--- src/rtl/ssp_pkg.sv ---
// ============================================================================
// Module      : ssp_pkg
// Description : Shared sizes and types for the single-stage processor
//               write-back path.
// Revision    : 1.0 - initial release
// ============================================================================
`default_nettype none

package ssp_pkg;

    localparam int NUM_REGS = 16;
    localparam int SEL_W    = 4;
    localparam int ERRCNT_W = 8;
    localparam logic [ERRCNT_W-1:0] ERRCNT_MAX = 8'd255;

    typedef logic [SEL_W-1:0] reg_idx_t;

endpackage

`default_nettype wire

--- src/rtl/onehot16_encoder.sv ---
// ============================================================================
// Module      : onehot16_encoder
// Description : Combinational 16-to-4 one-hot encoder with an exactly-one-set
//               validity flag.
// Revision    : 1.0 - initial release
// ============================================================================
`default_nettype none

module onehot16_encoder
    import ssp_pkg::*;
(
    input  logic [NUM_REGS-1:0] onehot,
    output reg_idx_t            idx,
    output logic                valid
);

    logic [SEL_W:0] w_count;
    reg_idx_t       w_idx;

    // The index only matters when exactly one bit is set; otherwise it is
    // the highest set bit and is ignored downstream.
    always_comb begin
        w_idx   = '0;
        w_count = '0;
        for (int i = 0; i < NUM_REGS; i++) begin
            if (onehot[i]) begin
                w_idx   = reg_idx_t'(i);
                w_count = w_count + (SEL_W+1)'(1);
            end
        end
    end

    assign idx   = w_idx;
    assign valid = (w_count == (SEL_W+1)'(1));

endmodule

`default_nettype wire

--- src/rtl/reg_file16_wb.sv ---
// ============================================================================
// Module      : reg_file16_wb
// Description : 16-entry write-back register file with a one-cycle write
//               staging register, two combinational read ports and malformed
//               write-select detection. Optional macro REGFILE_BYPASS_EN
//               forwards the staged write to the read ports.
// Revision    : 1.0 - initial release
// ============================================================================
`default_nettype none

module reg_file16_wb
    import ssp_pkg::*;
#(
    parameter int DATA_W  = 16,
    parameter int R0_ZERO = 0
)(
    input  logic                clk,
    input  logic                rst_n,
    input  logic                wr_en,
    input  logic [NUM_REGS-1:0] wr_onehot,
    input  logic [DATA_W-1:0]   wr_data,
    input  logic [SEL_W-1:0]    rd_sel_a,
    input  logic [SEL_W-1:0]    rd_sel_b,
    output logic [DATA_W-1:0]   rd_data_a,
    output logic [DATA_W-1:0]   rd_data_b,
    output logic                onehot_err,
    output logic [ERRCNT_W-1:0] err_count
);

    localparam logic c_r0_zero = (R0_ZERO != 0);

    logic [DATA_W-1:0]   r_regs [NUM_REGS];
    logic                r_pend_valid;
    reg_idx_t            r_pend_idx;
    logic [DATA_W-1:0]   r_pend_data;
    logic                r_onehot_err;
    logic [ERRCNT_W-1:0] r_err_count;

    reg_idx_t            w_enc_idx;
    logic                w_enc_valid;
    logic                w_bad_req;

    onehot16_encoder u_enc (
        .onehot (wr_onehot),
        .idx    (w_enc_idx),
        .valid  (w_enc_valid)
    );

    assign w_bad_req = wr_en && !w_enc_valid;

    always_ff @(posedge clk or negedge rst_n) begin
        if (!rst_n) begin
            r_pend_valid <= 1'b0;
            r_pend_idx   <= '0;
            r_pend_data  <= '0;
            r_onehot_err <= 1'b0;
            r_err_count  <= '0;
        end else begin
            r_pend_valid <= wr_en && w_enc_valid;
            if (wr_en && w_enc_valid) begin
                r_pend_idx  <= w_enc_idx;
                r_pend_data <= wr_data;
            end
            r_onehot_err <= w_bad_req;
            if (w_bad_req && (r_err_count != ERRCNT_MAX)) begin
                r_err_count <= r_err_count + ERRCNT_W'(1);
            end
        end
    end

    // Commit of the staged write shares the edge with staging of the next one.
    always_ff @(posedge clk or negedge rst_n) begin
        if (!rst_n) begin
            for (int i = 0; i < NUM_REGS; i++) begin
                r_regs[i] <= '0;
            end
        end else if (r_pend_valid && !(c_r0_zero && (r_pend_idx == '0))) begin
            r_regs[r_pend_idx] <= r_pend_data;
        end
    end

    logic [SEL_W-1:0]  w_sel  [2];
    logic [DATA_W-1:0] w_rd   [2];

    assign w_sel[0] = rd_sel_a;
    assign w_sel[1] = rd_sel_b;

    generate
        for (genvar p = 0; p < 2; p++) begin : g_rd_port
            always_comb begin
                w_rd[p] = r_regs[w_sel[p]];
`ifdef REGFILE_BYPASS_EN
                if (r_pend_valid && (r_pend_idx == w_sel[p])) begin
                    w_rd[p] = r_pend_data;
                end
`endif
                if (c_r0_zero && (w_sel[p] == '0)) begin
                    w_rd[p] = '0;
                end
            end
        end
    endgenerate

    assign rd_data_a  = w_rd[0];
    assign rd_data_b  = w_rd[1];
    assign onehot_err = r_onehot_err;
    assign err_count  = r_err_count;

endmodule

`default_nettype wire

--- config.mk ---
export PLATFORM = sky130hd
export DESIGN_NAME = reg_file16_wb
export DESIGN_NICKNAME = d
export VERILOG_FILES = /design/src/rtl/ssp_pkg.sv /design/src/rtl/onehot16_encoder.sv /design/src/rtl/reg_file16_wb.sv
export SDC_FILE = /design/constraint.sdc
export NUM_CORES = 1
export LEC_CHECK = 0
export ABC_AREA = 1
export ABC_CLOCK_PERIOD_IN_PS = 2300
export BUFFER_PORTS_ARGS = -buffer_cell sky130_fd_sc_hd__clkbuf_2
export CORE_MARGIN = 4
export CORE_UTILIZATION = 39
export DETAILED_ROUTE_END_ITERATION = 10
export PLACE_DENSITY = 0.62
export SYNTH_ARGS = -nofsm -noshare
export SYNTH_HDL_FRONTEND = slang
export SYNTH_HIERARCHICAL = 1
export SYNTH_SLANG_ARGS = --single-unit
--- constraint.sdc ---
create_clock -name clk -period 2.3 [get_ports clk]
set_input_delay 0.345 -clock clk [delete_from_list [all_inputs] [get_ports clk]]
set_output_delay 0.345 -clock clk [all_outputs]
set_load 0.02 [all_outputs]
==> flow_summary.json <==
{
  "die_h_microns": 223.2,
  "synth_commonest_cells": "nand2_1, nand3_1, inv_1, dfrtp_1, o21ai_0",
  "synth-main-ff-cell": "dfrtp_1",
  "comb_power_share_pct": 38.6,
  "yosysSeqAreaShare_pct": 39.61,
  "clkPwrFrac_pct": 23.5,
  "final-hold-violation-count": 0,
  "layout_min_cycle_time_ps": 7119,
  "stdcell_area_sq_um": 22230,
  "ys.warnings.count": 6,
  "pin_count": 84,
  "path_class": "input pin to register",
  "synth_top_area_share_pct": 39.61,
  "wl_met1_mm": 25.92,
  "area_growth_syn_to_layout_pct": 23.00,
  "grt_usage_pct": 25.54,
  "syn_area_sq_um": 18070,
  "wl_mm": 65.44,
  "synth-async-reset-ratio_pct": 100.0,
  "htree_levels": 1,
  "nFillCells": 4423,
  "nNetsFinal": 2942,
  "p_total_w": 0.02161,
  "synth-edff-count": 0,
  "ys_seq_elements": 286,
  "top_layer_used": "met4",
  "met3_length_mm": 6.103,
  "setup_viol": 30,
  "num_rows": 78,
  "drive_gt1_share_pct": 19.16,
  "drc": 0,
  "status": "complete, but fails checks",
  "cts_buffers": 31,
  "max_clock_freq_mhz": 140.5,
  "synth_cells": 2725,
  "globalRoute.totalOverflow": 0,
  "hp-class": "input pin to register",
  "violations": "negative setup slack",
  "cts_tree": "done",
  "avgSynthCellArea_sq_um": 6.631,
  "core_area_sq_um": 45580,
  "wl_met2_mm": 30.24,
  "clockBufferDepth": 3,
  "fin_crit_sh_pct": 309.5,
  "ir_worst_vdd_mv": 0.5479,
  "cts_root_buf": "clkbuf_16",
  "critPathArrivalTime_ps": 7570,
  "multiInputGateArea_sq_um": 9305,
  "dp_cells": 3386,
  "regArea_sq_um": 7157,
  "hp-start": "wr_data[10]",
  "slew_viol_final": 0,
  "path_clk_slew_ps": 60,
  "p_sw_share_pct": 40.14,
  "synthesis.nets": 2784,
  "yosys.area.top_type": "dfrtp_1",
  "ant_nets": 0,
  "port_buffers": 83,
  "crit_family": "adder cells",
  "initial_core_util_pct": 39.64,
  "rr_startpoint": "r_pend_idx[1]",
  "seqPwrFrac_pct": 37.9,
  "max_stage_delay_ps": 290,
  "wl_per_cell_microns": 18.63,
  "fp.dieArea_sq_um": 49840,
  "slew_headroom_pct": 60.28,
  "vias": 18910,
  "grt_pass1_wl_mm": 102.2,
  "tightest_slew_ps": 595.8,
  "grt_pass1_vias": 18430,
  "die_w_microns": 223.2,
  "fin_hold_ws_ps": 27.89,
  "antenna_found_initial": 5,
  "first_iter_violations": 2304,
  "rsz0062_at_grt": "yes",
  "netlist-cell-type-count": 29,
  "hpwl_mm": 39.87,
  "clock_sinks": 286,
  "cpMaxStageDelayCell": "ha_4",
  "end_kind": "register",
  "routabilityCongestion": 0.8618,
  "critPathMostFrequentCell": "nand2_4",
  "synth.area.top_cells": "dfrtp_1, nand2_1, nand3_1",
  "grt_max_degree": 83,
  "setup_slack_ps": -4819,
  "crit_path_start": "wr_onehot[1]",
  "switchingPower_w": 0.008676,
  "power_density_nw_per_um2": 972.5,
  "path_buf_inv": 11,
  "pre_cts_slack_ps": -5783,
  "viasPerCell": 5.383,
  "critical_path.max_fanout": 8,
  "stdcell_count": 3513,
  "required_ps": 2750,
  "placed_area_sq_um": 20050,
  "p_leak_nw": 11.57,
  "insertion_delay_ps": 580,
  "internal-power_w": 0.01294,
  "start_kind": "input pin",
  "drv_cap": 0,
  "yosysMostFrequentCell": "nand2_1",
  "clock_skew_ps": 10.20,
  "dr.pass1.iters": 6
}
[routing by layer]
metal  up-vias  global-route usage (%)
met5         -                       0
met1      8856                   33.73
met4         0                   9.883
met3       206                   3.513
li1       8881                       -
met2       969                   42.68
[metrics by stage]
step / utilization [%] / TNS (ps)
2_1_floorplan: - / -154350
3_3_place_gp: 43.98 / -164810
3_5_place_dp: 43.98 / -171690
4_1_cts: 48.20 / -141800
5_1_grt: 48.76 / -151550
6_report: 48.76 / -142310
[power groups by stage]
stage          Sequential [W]  Clock, W  Combinational (W)
4_1_cts               0.00814   0.00514            0.00801
3_5_place_dp          0.00822         0            0.00727
2_1_floorplan         0.00756         0            0.00545
5_1_grt               0.00838   0.00535            0.00943
6_report              0.00820   0.00507            0.00834
3_3_place_gp          0.00819         0            0.00705
[path summary, 6_finish.rpt]
kind	to	slack, ps	cells past startpoint
setup / recovery	r_pend_data[9]	-4820	58
hold / removal	r_pend_data[10]	30	3
setup reg to reg	r_regs[16]	650	6
hold reg to reg	r_regs[114]	480	2
max in group asynchronous	r_regs[72]	1310	3
min in group asynchronous	r_regs[97]	220	2
[final cells by class]
cell class | count | share of cell area, %
diodes | 6 | 0.06756
clock buffers | 45 | 4.087
clock inverters | 12 | 0.5123
inverters | 376 | 6.463
multi-input cells | 1893 | 41.87
flip-flops and latches | 286 | 32.20
well taps | 600 | 3.378
repair buffers | 295 | 11.42
[logic make-up (layout without fill, tap and decap cells)]
| family | Yosys count | count (layout) | synth area share [%] |
|---|---|---|---|
| simple gates | 1577 | 1578 | 38.79 |
| buf+inv | 547 | 728 | 12.08 |
| compound gates | 295 | 295 | 8.227 |
| flops | 286 | 286 | 39.61 |
| fa+ha+maj | 16 | 16 | 1.108 |
| xor+xnor | 4 | 4 | 0.1939 |
| other cells | 0 | 6 | 0 |
[worst min-delay path, cell delays in order]
cell and delay, ps:
clkbuf_2 110, nand2_2 60, o21ai_2 50
[state kept, by name, summed over array words and instances, names as in the netlist]
name	flops
err_count	8
r_pend_valid	1
r_pend_data	16
r_regs	256
r_pend_idx	4
onehot_err	1
[layout by cell type (no fill, tap or decap), drive strengths merged]
master / n
inv: 377
a21boi: 1
bufinv: 2
diode: 6
buf: 201
or2: 5
dlygate4sd3: 15
o21ai: 285
nand3b: 8
nand2: 1008
dfrtp: 286
nor2: 34
nand4: 4
ha: 16
clkbuf: 124
a21oi: 9
xnor2: 4
clkinv: 9
nand3: 517
nor4: 2
[what timing repair did]
| action | CTS | global route |
|---|---|---|
| pin swaps | 29 | 46 |
| hold endpoints to repair | 84 | 0 |
| resized for setup | 71 | 60 |
| buffers inserted | 49 | 5 |
| hold buffers | 15 | 0 |
| gates cloned | 5 | 0 |
| endpoints found under the setup margin | 30 | 30 |
(Power assumes the default switching activity.)
